`src/rtl/lifo_stack_ext.sv`:
```
// lifo_stack_ext: parametrised LIFO stack with occupancy count, threshold flags,
// push+pop swap/bypass, registered pop data with a valid strobe, a
// combinational top-of-stack peek and sticky overflow/underflow flags.
module lifo_stack_ext #(
  parameter int DEPTH     = 8,
  parameter int WIDTH     = 8,
  parameter int AFULL_TH  = DEPTH - 1,
  parameter int AEMPTY_TH = 1
) (
  input  logic                         clk,
  input  logic                         rstn,
  input  logic                         clr,
  input  logic                         push,
  input  logic                         pop,
  input  logic [WIDTH-1:0]             data_in,
  output logic [WIDTH-1:0]             data_out,
  output logic                         dout_valid,
  output logic [WIDTH-1:0]             top,
  output logic [$clog2(DEPTH+1)-1:0]   count,
  output logic                         full,
  output logic                         empty,
  output logic                         almost_full,
  output logic                         almost_empty,
  output logic                         overflow,
  output logic                         underflow
);

  localparam int CW = $clog2(DEPTH + 1);
  localparam int AW = $clog2(DEPTH);

  localparam logic [CW-1:0] DEPTH_C  = CW'(DEPTH);
  localparam logic [CW-1:0] AFULL_C  = CW'(AFULL_TH);
  localparam logic [CW-1:0] AEMPTY_C = CW'(AEMPTY_TH);
  localparam logic [CW-1:0] ONE_C    = CW'(1);

  // Storage is never reset: entries above the stack pointer are dead, and the
  // peek output is masked to zero while the stack is empty.
  logic [WIDTH-1:0] mem [DEPTH];

  logic [CW-1:0]    count_reg, count_next;
  logic [WIDTH-1:0] data_out_reg, data_out_next;
  logic             dout_valid_reg, dout_valid_next;
  logic             overflow_reg, overflow_next;
  logic             underflow_reg, underflow_next;

  logic             full_int;
  logic             empty_int;
  logic [CW-1:0]    top_idx_full;
  logic [AW-1:0]    top_idx;
  logic [WIDTH-1:0] top_word;

  logic             wr_en;
  logic [AW-1:0]    wr_idx;
  logic [DEPTH-1:0] we_vec;

  // Status decode from the registered count only, never from the live requests.
  always_comb begin
    full_int     = (count_reg == DEPTH_C);
    empty_int    = (count_reg == '0);
    top_idx_full = count_reg - ONE_C;
    top_idx      = top_idx_full[AW-1:0];
    top_word     = mem[top_idx];
  end

  assign full         = full_int;
  assign empty        = empty_int;
  assign almost_full  = (count_reg >= AFULL_C);
  assign almost_empty = (count_reg <= AEMPTY_C);
  assign top          = empty_int ? '0 : top_word;
  assign count        = count_reg;
  assign data_out     = data_out_reg;
  assign dout_valid   = dout_valid_reg;
  assign overflow     = overflow_reg;
  assign underflow    = underflow_reg;

  // Next-state decode: clr wins, then single push, single pop, then swap/bypass.
  always_comb begin
    count_next      = count_reg;
    data_out_next   = data_out_reg;
    dout_valid_next = 1'b0;
    overflow_next   = overflow_reg;
    underflow_next  = underflow_reg;
    wr_en           = 1'b0;
    wr_idx          = top_idx;

    if (clr) begin
      count_next     = '0;
      overflow_next  = 1'b0;
      underflow_next = 1'b0;
    end else if (push && !pop) begin
      if (!full_int) begin
        wr_en      = 1'b1;
        wr_idx     = count_reg[AW-1:0];
        count_next = count_reg + ONE_C;
      end else begin
        overflow_next = 1'b1;
      end
    end else if (pop && !push) begin
      if (!empty_int) begin
        data_out_next   = top_word;
        dout_valid_next = 1'b1;
        count_next      = count_reg - ONE_C;
      end else begin
        underflow_next = 1'b1;
      end
    end else if (push && pop) begin
      // Swap replaces the top entry in place; on an empty stack the word
      // simply passes straight through to data_out.
      dout_valid_next = 1'b1;
      if (!empty_int) begin
        data_out_next = top_word;
        wr_en         = 1'b1;
        wr_idx        = top_idx;
      end else begin
        data_out_next = data_in;
      end
    end
  end

  // One-hot per-entry write enables.
  generate
    for (genvar gi = 0; gi < DEPTH; gi++) begin : g_we
      assign we_vec[gi] = wr_en && (wr_idx == AW'(gi));
    end
  endgenerate

  // Storage write port; no reset so it maps onto plain distributed storage.
  always_ff @(posedge clk) begin
    for (int i = 0; i < DEPTH; i++) begin
      if (we_vec[i]) begin
        mem[i] <= data_in;
      end
    end
  end

  // Control and output registers with asynchronous active-low reset.
  always_ff @(posedge clk or negedge rstn) begin
    if (!rstn) begin
      count_reg      <= '0;
      data_out_reg   <= '0;
      dout_valid_reg <= 1'b0;
      overflow_reg   <= 1'b0;
      underflow_reg  <= 1'b0;
    end else begin
      count_reg      <= count_next;
      data_out_reg   <= data_out_next;
      dout_valid_reg <= dout_valid_next;
      overflow_reg   <= overflow_next;
      underflow_reg  <= underflow_next;
    end
  end

endmodule

```
`config.mk`:
```
export PLATFORM = sky130hd
export DESIGN_NAME = lifo_stack_ext
export DESIGN_NICKNAME = d
export VERILOG_FILES = /design/src/rtl/lifo_stack_ext.sv
export SDC_FILE = /design/constraint.sdc
export NUM_CORES = 1
export LEC_CHECK = 0
export CAP_MARGIN = 10
export CORE_MARGIN = 4
export CORE_UTILIZATION = 58
export CTS_BUF_LIST = sky130_fd_sc_hd__clkbuf_4
export DETAILED_ROUTE_END_ITERATION = 10
export PLACE_DENSITY_LB_ADDON = 0.25
export SLEW_MARGIN = 5
export SYNTH_ARGS = -nofsm -noshare
export SYNTH_HDL_FRONTEND = slang
export SYNTH_SLANG_ARGS = --single-unit
```
`constraint.sdc`:
```
create_clock -name clk -period 3.9 [get_ports clk]
set_input_delay 0.585 -clock clk [delete_from_list [all_inputs] [get_ports clk]]
set_output_delay 0.585 -clock clk [all_outputs]
set_load 0.03 [all_outputs]
```
==> results of run 1 <==
stage by stage:
stage	hold slack, ns	worst slack (ns)
CTS	0.5088	0.2914
global route	0.5298	0.1733
finish	0.5048	0.3574
floorplan	0.2894	0.8319
global placement	0.4615	0.8312
detailed placement	0.4808	0.7894
worst max-delay path, delay by kind of cell, from the launching register on:
kind | cells | cell delay (ns)
flip-flops | 1 | 0.50
AND/OR/NAND/NOR | 1 | 0.44
buffers and inverters | 3 | 1.27
adder cells (fa/ha/maj) | 1 | 0.32
synthesized netlist by cell type, types with 2 or more instances:
| cell | instances | area share |
|---|---|---|
| xor2_1 | 2 | 0.0049 |
| nand2_1 | 10 | 0.011 |
| nor3_1 | 10 | 0.014 |
| nor2_1 | 20 | 0.021 |
| inv_1 | 4 | 0.0042 |
| buf_2 | 3 | 0.0042 |
| a21oi_1 | 3 | 0.0042 |
| mux4_2 | 8 | 0.051 |
| dfrtp_1 | 15 | 0.11 |
| buf_8 | 3 | 0.013 |
| xnor2_1 | 3 | 0.0074 |
| a21o_1 | 2 | 0.0042 |
| mux2i_1 | 35 | 0.098 |
| inv_2 | 2 | 0.0021 |
| clkbuf_1 | 3 | 0.0032 |
| o31ai_1 | 8 | 0.017 |
| edfxtp_1 | 64 | 0.54 |
| nor2b_1 | 6 | 0.011 |
| and2_1 | 9 | 0.016 |
| ha_1 | 4 | 0.014 |
layout by cell type, fill, tap and decap left out, types with 2 or more instances in the layout:
cell and n:
and2_1 9, inv_1 4, nor2_1 20, clkinv_4 2
nor3_1 10, a21o_1 2, nand2_1 10, o31ai_1 8
mux4_2 8, clkbuf_4 10, mux2i_1 35, clkdlybuf4s50_1 31
ha_1 4, xor2_1 2, inv_2 2, buf_4 25
a21oi_1 3, edfxtp_1 64, xnor2_1 3, nor2b_1 6
clkinv_1 2, dfrtp_1 15
final cells by class:
class                      count  area [µm²]  area share
multi-input combinational    139        1149      0.2753
inverter                       6       22.52    0.005397
clock inverter                 6       37.54    0.008996
clock buffer                  10       75.07     0.01799
timing repair buffer          56       498.0      0.1193
sequential                    79        2297      0.5505
tap                           75       93.84     0.02249
power breakdown:
group | leakage (µW) | internal (µW) | switching (µW) | total (µW)
Clock | 0.0000614 | 135 | 277 | 412
Combinational | 0.000759 | 685 | 933 | 1620
Sequential | 0.000768 | 1020 | 78.0 | 1100
worst min-delay path by stage:
stage                      startpoint          end  slack, ns
final                     data_out[6]  data_out[6]       0.50
after CTS                 data_out[3]  data_out[3]       0.51
after global placement    data_out[6]  data_out[6]       0.46
after global routing      data_out[2]  data_out[2]       0.53
after detailed placement  data_out[2]  data_out[2]       0.48
after floorplan                  rstn     count[0]       0.29
cell families (layout without fill, tap and decap cells):
kind of cell,count (synthesis),count (layout),share of synthesized area
adder cells (fa/ha/maj),4,4,0.01405
AO/OA/AOI/OAI,22,22,0.05232
AND/OR/NAND/NOR,64,64,0.09165
buffers and inverters,18,78,0.03300
XOR/XNOR,5,5,0.01229
multiplexers,44,44,0.1520
flip-flops,79,79,0.6447
layer usage:
metal  track usage  vias up  share of wire
li1              -      995              -
met1        0.2783     1032           0.43
met2        0.3366       58           0.50
met3       0.04468        7          0.055
met4       0.08640        0          0.014
met5             0        -              0
==> impl_results.md, run 1 <==
* Status: finished, final reports clean
* Number of global-route vias before repair at 2124
* #FFs+latches synth at 79
* Synth unique cells at 42
* Post-route cell area at 4173 µm²
* Worst Path Arrival at 2.96 ns
* Die height at 86.38 µm
* CTS hold repair buffers at 0
* CP Launch Type: flop
* Final Util at 0.7006
* Crit path to: empty
* Overflow after GRT at 0
* Initial Util at 0.5983
* GRT Total Usage at 0.2093
* Largest net degree at the start of global routing at 21
* Skew final at 0.01184 ns
* DP HPWL at 4.959 mm
* Initial antenna violation count at 0
* Longest Clk Path Bufs at 2
* Worst-Margin Slew at 0.8347 ns
* Die Wd at 86.38 µm
* RSZ-0062 raised after global routing: false
* Final WL at 7.291 mm
* Reg2Reg Capture Point: mem[5][0]
* Core ar. at 5956 µm²
* Crit end category: primary output
* Max reg flops at 64
* Crit-path slowest cell: clkdlybuf4s50_1
* CP startpoint: count[0]
* Crit-path cells: inv_2 > ha_1 > or3b_4 > inv_2 > clkdlybuf4s50_1
* Hold Vio Cnt, Final at 0
* Post-CTS Setup Bufs at 0
* Power per cell area at 750.0 nW/µm²
* Residual DRC at 0
* Num Clock Sinks at 79
* Most common cell on crit path: inv_2
* Endpoints failing setup at 0
* Slew HR at 0.4418
* EDFF count, synth at 64
* Avg WL per Cell at 19.65 µm
* Drt pass-1 iters at 5
* CTS tree: yes
* CP max FO at 11
* Synth Warn # at 0
* Fmax at 0.2823 GHz
* WHS Path Cells at 2
* Register area share after synthesis at 0.6447
* CP Data Required Time at 3.31 ns
* Syn Nets at 253
* Vias at 2092
* Slowest stage delay, CP at 0.72 ns
* Root Buffer: clkbuf_4
* Fin crit share at 0.9084
* Reg2reg start: count[0]
* Routed Antenna Nets at 0
* First-pass GRT wire length at 11.25 mm
* Area Growth Syn to Fin at 17.10%
* # resized after CTS at 0
* CTS clk-pin slew, worst paths at 0.12 ns
* Mapped Area at 3563 µm²
* TritonCTS Buffers at 9
* Non-Filler Instances at 371
* DP Area at 4060 µm²
* Placed instance count at 355
* Maximum vdd drop at 0.4457 mV
* Maximum Capacitance Violations at 0
* GPL Wtd Cong at 0.7802
* DIE AREA at 7462 µm²
* Clk_lat worst skew at 0.42 ns
* Asr flop ratio synth at 0.1899
* Final nets at 308
* Via/cell ratio at 5.639
* HP Class: flop to flop
* Input/output buffers at 39
* R2R Setup Slk at 1.08 ns
* Reg2Reg Depth at 7
* Htree depth at 3
* Fin. max-slew vios at 0
* Syn Inst Count at 236
* Crit Path Category: flop to primary output
* Min cycle time layout at 3.543 ns
* Filler cells at 438
* Setup TNS at 0 ns
* Main synth FF type: edfxtp_1
* Rows at 28
* Synthesized area per cell at 15.10 µm²
* DR iter-0 viols at 176
* Number of diodes at 0
* Layout cell share with drive strength beyond 1 at 0.1926
* LEAKAGE at 0.001589 µW
* IO Count at 40
* Power Total at 3129 µW
No activity file was read; power rests on OpenSTA's default activity.
==> run 2: changes to the inputs <==
--- a/config.mk
+++ b/config.mk
@@ -11,6 +11,7 @@
 export CTS_BUF_LIST = sky130_fd_sc_hd__clkbuf_4
 export DETAILED_ROUTE_END_ITERATION = 10
 export PLACE_DENSITY_LB_ADDON = 0.25
+export REMOVE_ABC_BUFFERS = 1
 export SLEW_MARGIN = 5
 export SYNTH_ARGS = -nofsm -noshare
 export SYNTH_HDL_FRONTEND = slang
==> run 2 against run 1 <==
  * Die area stayed put
  * Fmax is 0.37% higher
  * Core utilization is 0.27 points higher
  * Design area is 0.39% higher
  * Non-clock buffer count is 1 lower
  * Critical endpoint unchanged
  * Largest power group unchanged
==> impl_results.md, run 2 (synthesis gave the netlist of run 1 again) <==
* Status: finished, final reports clean (unchanged)
* Setup TNS at 0 ns (unchanged)
* Maximum vdd drop at 0.4283 mV (was 0.4457 mV)
* Final WL at 6.731 mm (was 7.291 mm)
* Maximum Capacitance Violations at 0 (unchanged)
* Crit end category: primary output (unchanged)
* CP Data Required Time at 3.31 ns (about the same)
* Avg WL per Cell at 18.19 µm (was 19.65 µm)
* Crit Path Category: flop to primary output (unchanged)
* TritonCTS Buffers at 9 (unchanged)
* Commonest non-fill, non-tap cell in the layout: edfxtp_1 (unchanged)
* Hold Vio Cnt, Final at 0 (unchanged)
* LEAKAGE at 0.001600 µW (was 0.001589 µW)
* Number of diodes at 0 (unchanged)
* Htree depth at 3 (unchanged)
* Fin crit share at 0.9050 (was 0.9084)
* Initial antenna violation count at 0 (unchanged)
* IO Count at 40 (unchanged)
* Root Buffer: clkbuf_4 (unchanged)
* Drt pass-1 iters at 4 (was 5)
* HP Class: flop to flop (unchanged)
* Residual DRC at 0 (unchanged)
* CTS clk-pin slew, worst paths at 0.12 ns (about the same)
* CTS tree: yes (unchanged)
* DR iter-0 viols at 125 (was 176)
* Clk_lat worst skew at 0.42 ns (about the same)
* Overflow after GRT at 0 (unchanged)
* Routed Antenna Nets at 0 (unchanged)
* Commonest cells after routing, fill and taps aside: edfxtp_1 (64), mux2i_1 (35), clkdlybuf4s50_1 (31), buf_4 (24), nor2_1 (20) (was edfxtp_1 (64), mux2i_1 (35), clkdlybuf4s50_1 (31), buf_4 (25), nor2_1 (20))
* Skew final at 0.01315 ns (was 0.01184 ns)
* Max reg flops at 64 (unchanged)
* Num Clock Sinks at 79 (unchanged)
* Die Wd at 86.38 µm (unchanged)
* DP Area at 4053 µm² (was 4060 µm²)
* Min cycle time layout at 3.530 ns (was 3.543 ns)
* Power per cell area at 760.7 nW/µm² (was 750.0 nW/µm²)
* # resized after CTS at 0 (unchanged)
* Post-CTS Setup Bufs at 0 (unchanged)
* Filler cells at 443 (was 438)
* Initial Util at 0.5983 (unchanged)
* RSZ-0062 raised after global routing: false (unchanged)
* GPL Wtd Cong at 0.8605 (was 0.7802)
* Core ar. at 5956 µm² (unchanged)
* Slew HR at 0.4719 (was 0.4418)
* CP max FO at 11 (unchanged)
* DIE AREA at 7462 µm² (unchanged)
* DP HPWL at 4.495 mm (was 4.959 mm)
* Longest Clk Path Bufs at 2 (unchanged)
* Endpoints failing setup at 0 (unchanged)
* Largest net degree at the start of global routing at 23 (was 21)
* Area Growth Syn to Fin at 17.56% (was 17.10%)
* Number of global-route vias before repair at 2102 (was 2124)
* Fmax at 0.2833 GHz (was 0.2823 GHz)
* Via/cell ratio at 5.641 (was 5.639)
* Worst Path Arrival at 2.94 ns (was 2.96 ns)
* GRT Total Usage at 0.2003 (was 0.2093)
* Die height at 86.38 µm (unchanged)
* CTS hold repair buffers at 0 (unchanged)
* Vias at 2087 (was 2092)
* First-pass GRT wire length at 10.88 mm (was 11.25 mm)
* CP Launch Type: flop (unchanged)
* Post-route cell area at 4189 µm² (was 4173 µm²)
* Worst-Margin Slew at 0.7920 ns (was 0.8347 ns)
* Fin. max-slew vios at 0 (unchanged)
* Final nets at 307 (was 308)
* Rows at 28 (unchanged)
* Input/output buffers at 39 (unchanged)
* Layout cell share with drive strength beyond 1 at 0.1932 (was 0.1926)
[run 2: per-stage QoR]
stage	total power [µW]	utilization	worst slack, ns	hold slack [ns]	cells
2_1_floorplan	2189	-	0.1204	0.2894	224
3_3_place_gp	2706	0.6805	0.8462	0.4593	354
3_5_place_dp	2728	0.6805	0.8255	0.4664	354
4_1_cts	3203	0.7034	0.3370	0.4914	370
5_1_grt	3375	0.7034	0.2021	0.5273	370
6_report	3186	0.7034	0.3704	0.4893	370
[run 2: power by group]
| part | switching, µW | total [µW] | internal (µW) |
|---|---|---|---|
| Clock | 280 | 482 | 202 |
| Sequential | 68.5 | 1090 | 1020 |
| Combinational | 931 | 1610 | 684 |
| Total | 1280 | 3190 | 1910 |
[run 2: routing by layer]
layer	vias up	part of all wire	global-route usage
li1	1000	-	-
met1	1028	0.45	0.2784
met2	48	0.49	0.3108
met3	11	0.050	0.03992
met4	0	0.018	0.08499
met5	-	0	0
[run 2: area by class of cell]
type	instances	area [µm²]	share of cell area
flip-flops and latches	79	2297	0.5484
repair buffers	55	490.5	0.1171
well taps	75	93.84	0.02240
clock buffers	10	75.07	0.01792
inverters	6	22.52	0.005376
multi-input cells	139	1149	0.2742
clock inverters	6	61.31	0.01464
[run 2: worst paths after layout]
path,startpoint,to,slack (ns),cells after the start
max,count[0],empty,0.37,5
max in group asynchronous,rstn,data_out[4],2.79,1
min,data_out[4],data_out[4],0.49,2
max reg2reg,count[0],mem[3][4],1.12,7
min reg2reg,data_out[4],data_out[4],0.49,2
min in group asynchronous,rstn,data_out[7],0.61,1
[run 2: worst max-delay path: stages, from the launching register on]
cell	delay [ns]
dfrtp_1	0.50
inv_2	0.33
ha_1	0.31
or3b_4	0.44
inv_2	0.22
clkdlybuf4s50_1	0.72
==> run 3: changes to the inputs <==
--- a/config.mk
+++ b/config.mk
@@ -10,7 +10,7 @@
 export CORE_UTILIZATION = 58
 export CTS_BUF_LIST = sky130_fd_sc_hd__clkbuf_4
 export DETAILED_ROUTE_END_ITERATION = 10
-export PLACE_DENSITY_LB_ADDON = 0.25
+export PLACE_DENSITY = 0.85
 export REMOVE_ABC_BUFFERS = 1
 export SLEW_MARGIN = 5
 export SYNTH_ARGS = -nofsm -noshare
==> run 3 against run 2 <==
  * Via count increased by 1.3%
  * Count of clock-buffer cells in the layout decreased by 1
  * Combinational power about the same
  * Worst setup slack worse by 0.0026 ns
  * Sequential power barely moved
  * Sequential cell count did not move
  * Clock power is 6.2% higher
  * Non-clock buffer count rose by 2
  * Global-route usage is essentially flat
  * Design area increased by 0.63%
==> impl_results.md, run 3 (synthesis gave the netlist of run 1 again) <==
* Power per cell area at 763.3 nW/µm² (was 760.7 nW/µm²)
* Final nets at 309 (was 307)
* Reg2reg start: count[0] (unchanged)
* Maximum vdd drop at 0.5053 mV (was 0.4283 mV)
* IO Count at 40 (unchanged)
* CTS clk-pin slew, worst paths at 0.12 ns (about the same)
* Die height at 86.38 µm (unchanged)
* Endpoints failing setup at 0 (unchanged)
* Longest Clk Path Bufs at 2 (unchanged)
* Via/cell ratio at 5.685 (was 5.641)
* HP Class: flop to flop (unchanged)
* Clk_lat worst skew at 0.43 ns (was 0.42 ns)
* Num Clock Sinks at 79 (unchanged)
* CP max FO at 11 (unchanged)
* R2R Setup Slk at 1.01 ns (was 1.12 ns)
* Initial Util at 0.5983 (unchanged)
* Post-CTS Setup Bufs at 0 (unchanged)
* Core ar. at 5956 µm² (unchanged)
* Min cycle time layout at 3.532 ns (was 3.530 ns)
* Worst Path Arrival at 2.95 ns (was 2.94 ns)
* GPL Wtd Cong at 0.8508 (was 0.8605)
* Worst Slack Setup Final at 0.3678 ns (was 0.3704 ns)
* Largest net degree at the start of global routing at 19 (was 23)
* Htree depth at 3 (unchanged)
* DR iter-0 viols at 105 (was 125)
* Hold WS at 0.4967 ns (was 0.4893 ns)
* CP startpoint: count[0] (unchanged)
* Setup TNS at 0 ns (unchanged)
* Area Growth Syn to Fin at 18.29% (was 17.56%)
* Avg WL per Cell at 18.48 µm (was 18.19 µm)
* DP HPWL at 4.733 mm (was 4.495 mm)
* Die Wd at 86.38 µm (unchanged)
* CTS tree: yes (unchanged)
* Crit end category: primary output (unchanged)
* Number of diodes at 0 (unchanged)
* Rows at 28 (unchanged)
* CP Launch Type: flop (unchanged)
* Pre-CTS WS at 0.8310 ns (was 0.8255 ns)
* Number of global-route vias before repair at 2208 (was 2102)
* Residual DRC at 0 (unchanged)
* GRT Total Usage at 0.2002 (was 0.2003)
* Final Util at 0.7078 (was 0.7034)
* TritonCTS Buffers at 9 (unchanged)
* Input/output buffers at 39 (unchanged)
* Slew HR at 0.4641 (was 0.4719)
* LEAKAGE at 0.001613 µW (was 0.001600 µW)
* Status: finished, final reports clean (unchanged)
* CTS hold repair buffers at 0 (unchanged)
* Crit Path Category: flop to primary output (unchanged)
* Commonest cells after routing, fill and taps aside: edfxtp_1 (64), mux2i_1 (35), clkdlybuf4s50_1 (31), buf_4 (26), nor2_1 (20) (was edfxtp_1 (64), mux2i_1 (35), clkdlybuf4s50_1 (31), buf_4 (24), nor2_1 (20))
* Worst-Margin Slew at 0.8037 ns (was 0.7920 ns)
* Maximum Capacitance Violations at 0 (unchanged)
* # resized after CTS at 0 (unchanged)
* Fin crit share at 0.9057 (was 0.9050)
* Hold Vio Cnt, Final at 0 (unchanged)
* CP Data Required Time at 3.31 ns (about the same)
* Overflow after GRT at 0 (unchanged)
* Power Total at 3218 µW (was 3186 µW)
* Fmax at 0.2831 GHz (was 0.2833 GHz)
* Initial antenna violation count at 0 (unchanged)
* First-pass GRT wire length at 11.11 mm (was 10.88 mm)
* Filler cells at 409 (was 443)
* Layout cell share with drive strength beyond 1 at 0.1987 (was 0.1932)
* Final WL at 6.874 mm (was 6.731 mm)
* Vias at 2115 (was 2087)
* Fin. max-slew vios at 0 (unchanged)
* Drt pass-1 iters at 4 (unchanged)
* Commonest non-fill, non-tap cell in the layout: edfxtp_1 (unchanged)
* Max reg flops at 64 (unchanged)
* Min-delay src: data_out[2] (was data_out[4])
* RSZ-0062 raised after global routing: false (unchanged)
* Root Buffer: clkbuf_4 (unchanged)
* Skew final at 0.01763 ns (was 0.01315 ns)
* DIE AREA at 7462 µm² (unchanged)
* Routed Antenna Nets at 0 (unchanged)
==> run 3: where the power goes <==
group	total [µW]	switching (µW)	internal, µW	leakage (µW)
combinational	1610	926	686	0.000764
clock	512	307	205	0.0000805
sequential	1090	72.4	1020	0.000768
==> run 3: cell type report <==
class / instances / area (µm²) / share of cell area
Clock buffer: 9 / 67.56 / 0.01603
Timing Repair Buffer: 57 / 505.5 / 0.1199
Clock inverter: 7 / 80.08 / 0.01900
Tap cell: 75 / 93.84 / 0.02226
Sequential cell: 79 / 2297 / 0.5450
Multi-Input combinational cell: 139 / 1149 / 0.2725
Inverter: 6 / 22.52 / 0.005343
==> run 3: metal layers <==
metal	wire length, µm	GRT usage	vias up
li1	-	-	1004
met1	2940	0.2650	1050
met2	3511	0.3310	53
met3	343	0.03232	8
met4	78	0.08357	0
met5	0	0	-
==> run 3: worst paths after layout <==
check | depth (start not counted) | to
worst max-delay path | 5 | empty
worst min-delay path | 2 | data_out[2]
worst max register to register | 7 | mem[7][6]
worst min register to register | 2 | data_out[2]
max in group asynchronous | 1 | data_out[6]
min in group asynchronous | 1 | data_out[5]
==> run 3: worst max-delay path: stages (launching register included) <==
cell and delay [ns]:
dfrtp_1 0.50, inv_2 0.31, ha_1 0.32, or3b_4 0.44
inv_2 0.23, clkdlybuf4s50_1 0.72
==> run 3: metrics by stage <==
step / instance area, µm² / instances
floorplan: 3468 / 224
global placement: 4068 / 356
detailed placement: 4068 / 356
CTS: 4215 / 372
global route: 4215 / 372
finish: 4215 / 372
==> patch 1 (settings of run 3) <==
Make the reset (`rstn`) synchronous in one clocked block. Comments in the files are not updated.
--- a/src/rtl/lifo_stack_ext.sv
+++ b/src/rtl/lifo_stack_ext.sv
@@ -134,7 +134,7 @@
   end
 
   // Control and output registers with asynchronous active-low reset.
-  always_ff @(posedge clk or negedge rstn) begin
+  always_ff @(posedge clk) begin
     if (!rstn) begin
       count_reg      <= '0;
       data_out_reg   <= '0;
Behaviour: differs if rstn is asserted again (counterexample within 4 cycles, from zero or initial values and one cycle with rstn low); with rstn held inactive, the same outputs for 4 cycles.
==> patch 1 against run 3 <==
Core utilization is 0.31 points higher; setup slack worse by 0.18 ns; design area down 0.74%; sequential cell count stayed put; synthesized area down 1.9%; via count down 1.7%; routed wire length is 2.2% higher; die area shrank 1.7%; register-to-register slack gained 0.12 ns.
Power is not compared: it rests on default switching activity, and its combinational part moved more than twofold at a synthesized area within 25%.
==> patch 1: results (changes against run 3) <==
[finish]
fill_cells=391  ; -4.4%
largest_register_ffs=64  ; unchanged
final_nets=281  ; -9.1%
layout-drive-gt1-share_pct=20.7  ; +0.81 points

[synthesis]
yosysSeqAreaShare_pct=63.6  ; -0.90 points
ys_warn_count=0  ; unchanged
synth_common_cells=64 x edfxtp_1, 16 x mux4_2, 16 x nor2_1, 15 x dfxtp_1, 12 x mux2i_1
avgSynthCellArea_um2=16.2  ; +7.2%
synthTopCellsByArea=edfxtp_1 55%, mux4_2 10%, dfxtp_1 8.6%, mux2i_1 3.4%, o221ai_2 3.4%
synthArstFlopShare_pct=0  ; -19 points
synth_edf_count=64  ; unchanged
yosysMostFrequentCell=edfxtp_1
synthDistinctLibCells=38  ; -9.5%

[grt]
grt_max_degree=20  ; +1
grt_pass1_wl_um=11000  ; -0.87%
grt_usage_pct=20.9  ; +0.86 points
grt_pass1_vias=2021  ; -8.5%
antenna_found_initial=0  ; unchanged

[clock_tree]
cts_hold_buf=0  ; unchanged
root_buffer=clkbuf_4

[power]
pwr-share-seq_pct=50.1
total_leakage_power_nw=1.59

[routing]
routed_wl_um=7030  ; +2.2%
dr_total_vias=2080  ; -1.7%
detail_route.wl_per_cell_um=20.6  ; +12%
drtIter0Drc=175  ; +67%

[sta]
worstMarginPinSlew_ns=0.820  ; +0.0167 ns
skew_ns=0.0177  ; +0.0000543 ns

[placement]
dpl_worst_slack_ns=0.387  ; -0.444 ns
gp_congestion=0.768  ; -9.7%
dp_hpwl_um=4470  ; -5.5%
place_area_um2=3970  ; -2.5%
dp.cells=325  ; -8.7%

[worst_setup_path]
crit_family=buffers and inverters
arrival_ns=3.12  ; +0.17 ns
crit_path_max_fanout=16  ; +5
max_stage_delay_ns=0.61  ; -0.11 ns

[worst_hold_path]
hp-class=flip-flop to flip-flop

[outcome]
outcome=completed

## patch 1: cell count changes in the layout (fill, tap and decap cells not counted), sizes merged, moves of 7 or more
cell,change
mux2i,-23
buf,-20
dfrtp,-15
dfxtp,+15
nor3,-9
o31ai,-9
and2,-8
and3,+8
mux4,+8
nand4,+8
o221ai,+8
dlymetal6s2s,+7
## patch 1: area by class of cell
class / count / area [um^2] / area share (%)
Sequential cell: 79 / 2220 / 53.1
Timing Repair Buffer: 45 / 453 / 10.8
Clock inverter: 6 / 115 / 2.75
Tap cell: 75 / 93.8 / 2.24
Inverter: 6 / 27.5 / 0.658
Clock buffer: 10 / 75.1 / 1.79
Multi-Input combinational cell: 120 / 1200 / 28.6
## patch 1: final timing paths
path / endpoint / start / slack, ns / cells past startpoint
min reg2reg: overflow / overflow / 0.49 / 2
min: overflow / overflow / 0.49 / 2
max: top[4] / count[0] / 0.19 / 9
max reg2reg: mem[1][2] / count[0] / 1.13 / 7
## patch 1: per-layer routing
| layer | share of wire (%) | wire length, um | global-route usage (%) |
|---|---|---|---|
| met2 | 51 | 3580 | 32.7 |
| met3 | 6.4 | 447 | 5.57 |
| met4 | 2.3 | 164 | 10.4 |
| met1 | 40 | 2840 | 27.1 |
| met5 | 0 | 0 | 0 |
## patch 1: kinds of logic (layout without fill, tap and decap cells)
family	after synthesis	after routing	synth area share (%)
AND/OR/NAND/NOR	56	56	9.13
adder cells (fa/ha/maj)	7	7	2.51
buffers and inverters	17	67	2.29
multiplexers	28	28	13.7
XOR/XNOR	8	8	2.22
flip-flops	79	79	63.6
AO/OA/AOI/OAI	21	21	6.55
## patch 1: repair_timing
action / CTS / global route
gates resized for setup: 2 / 9
setup endpoints to repair: 8 / 8
buffers inserted: 0 / 0
==> patch 2 (flow settings as in run 3) <==
Without the edit above. Set the parameter `DEPTH` to 4 (it was 8).
--- a/src/rtl/lifo_stack_ext.sv
+++ b/src/rtl/lifo_stack_ext.sv
@@ -2,7 +2,7 @@
 // push+pop swap/bypass, registered pop data with a valid strobe, a
 // combinational top-of-stack peek and sticky overflow/underflow flags.
 module lifo_stack_ext #(
-  parameter int DEPTH     = 8,
+  parameter int DEPTH     = 4,
   parameter int WIDTH     = 8,
   parameter int AFULL_TH  = DEPTH - 1,
   parameter int AEMPTY_TH = 1
Ports: changed (resized count); port bits go from 40 to 39. No check against the original RTL was run, so the function may have changed too.
==> patch 2 against run 3 <==
Power decreased by 60%; combinational power is 71% lower; design area fell by 38%; sequential share of layout area fell by 4.5 points; die area down 34%; setup slack worse by 0.027 ns; synthesized area is 37% lower; sequential cell count down 33; routed wire length decreased by 29%; count of clock-buffer cells in the layout fell by 2.
==> patch 2: results (changes against run 3) <==
[worst_hold_path]
holdPathEnd=overflow
hold_start=overflow

[synthesis]
yosysSeqAreaShare_pct=58.5  ; -6.0 points
synthXorXnorAreaFrac_pct=0.782  ; -0.45 points
synth_compound_area_share_pct=12.2  ; +7.0 points
synth-adder-area-share_pct=2.79  ; +1.4 points
synthDistinctLibCells=36  ; -14%
synth_edf_count=32  ; -50%
synthTopCellsByArea=edfxtp_1 43%, dfrtp_1 16%, mux4_2 8.0%, a31oi_1 3.4%, nor2_1 3.0%
synthArstFlopShare_pct=30.4  ; +11 points
synth_mux_area_share_pct=8.04  ; -7.2 points
synth_common_cells=32 x edfxtp_1, 18 x nor2_1, 14 x dfrtp_1, 12 x a31oi_1, 10 x o21ai_0

[worst_setup_path]
r2r_slack_ns=0.81  ; -0.20 ns
crit_path_max_fanout=12  ; +1
worstReg2RegEnd=mem[1][3]
reg2reg_depth=6  ; -1
arrival_ns=2.97  ; +0.02 ns
max_stage_delay_ns=0.68  ; -0.04 ns
r2r_start=count[1]
crit_path_top_delay_cell=ha_1

[power]
max-vdd-ir-drop_uv=305  ; -40%
total_leakage_power_nw=0.926  ; -43%

[grt]
grt_pass1_wl_um=7790  ; -30%
met2_usage_pct=35.2  ; +2.1 points
antenna_found_initial=0  ; unchanged
use_met3_pct=4.17  ; +0.94 points
grt_usage_pct=20.7  ; +0.71 points
grt_pass1_vias=1543  ; -30%
met1_usage_pct=25.6  ; -0.94 points

[placement]
dp_hpwl_um=3320  ; -30%
numPortBuffers=38  ; -2.6%
gp_congestion=0.863  ; +1.4%

[sta]
skew_ns=0.0116  ; -0.00607 ns
worstMarginPinSlew_ns=0.875  ; +0.0717 ns

[outcome]
outcome=completed

[finish]
layout-drive-gt1-share_pct=11.3  ; -8.5 points
largest_register_ffs=32  ; -50%
final_nets=220  ; -29%
fill_cells=269  ; -34%

[routing]
dr.pass1.iters=4  ; unchanged
detail_route.wl_per_cell_um=19.3  ; +4.7%
vias_per_cell=6.23  ; +9.6%

[clock_tree]
cts_max_level=2  ; -1
numCtsBuffers=5  ; -4
clk_latency_ns=0.34  ; -0.09 ns

==> patch 2: worst max-delay path by stage <==
| stage | start | to | slack, ns |
|---|---|---|---|
| after floorplan | count[0] | mem[1][0] | 0.83 |
| after global placement | count[1] | top[3] | 0.87 |
| after detailed placement | count[1] | top[3] | 0.76 |
| after CTS | count[1] | top[5] | 0.35 |
| after global routing | count[1] | top[5] | 0.21 |
| final | count[1] | top[5] | 0.34 |
==> patch 2: layer usage <==
layer / vias to the layer above / routed length (um)
li1: 698 / -
met1: 769 / 1820
met2: 85 / 2640
met3: 12 / 321
met4: 0 / 71
met5: - / 0
==> patch 2: stage by stage <==
stage                     cell area [um^2]  hold slack (ns)  cells  power, mW  worst slack, ns
after floorplan                       2110            0.289    156      0.883            0.830
after global placement                2560            0.483    243       1.06            0.869
after detailed placement              2560            0.496    243       1.07            0.762
after CTS                             2620            0.524    251       1.30            0.355
after global routing                  2620            0.545    251       1.35            0.207
final                                 2620            0.526    251       1.29            0.341
==> patch 2: report_power, final <==
part	switching [mW]	internal (mW)	total (mW)
Clock	0.142	0.0853	0.228
Combinational	0.281	0.190	0.471
Sequential	0.0234	0.568	0.592
Total	0.446	0.844	1.29
==> patch 2: logic make-up (layout without fill, tap and decap cells) <==
kind of cell             after synthesis  count (layout)
flip-flops                            46              46
adder cells (fa/ha/maj)                5               5
multiplexers                           8               8
AO/OA/AOI/OAI                         41              41
buffers and inverters                 21              54
AND/OR/NAND/NOR                       47              47
XOR/XNOR                               2               2
==> patch 2: final cells by class <==
class / count / area share [%]
Timing Repair Buffer: 39 / 14.8
Inverter: 7 / 1.00
Sequential cell: 46 / 50.0
Multi-Input combinational cell: 103 / 29.6
Clock buffer: 7 / 2.00
Clock inverter: 1 / 0.286
Tap cell: 48 / 2.29
==> patch 2: worst min-delay path, cell delays in order, from the launching register on <==
cell and delay, ns:
dfrtp_1 0.38, a21oi_1 0.05, nor2_1 0.07
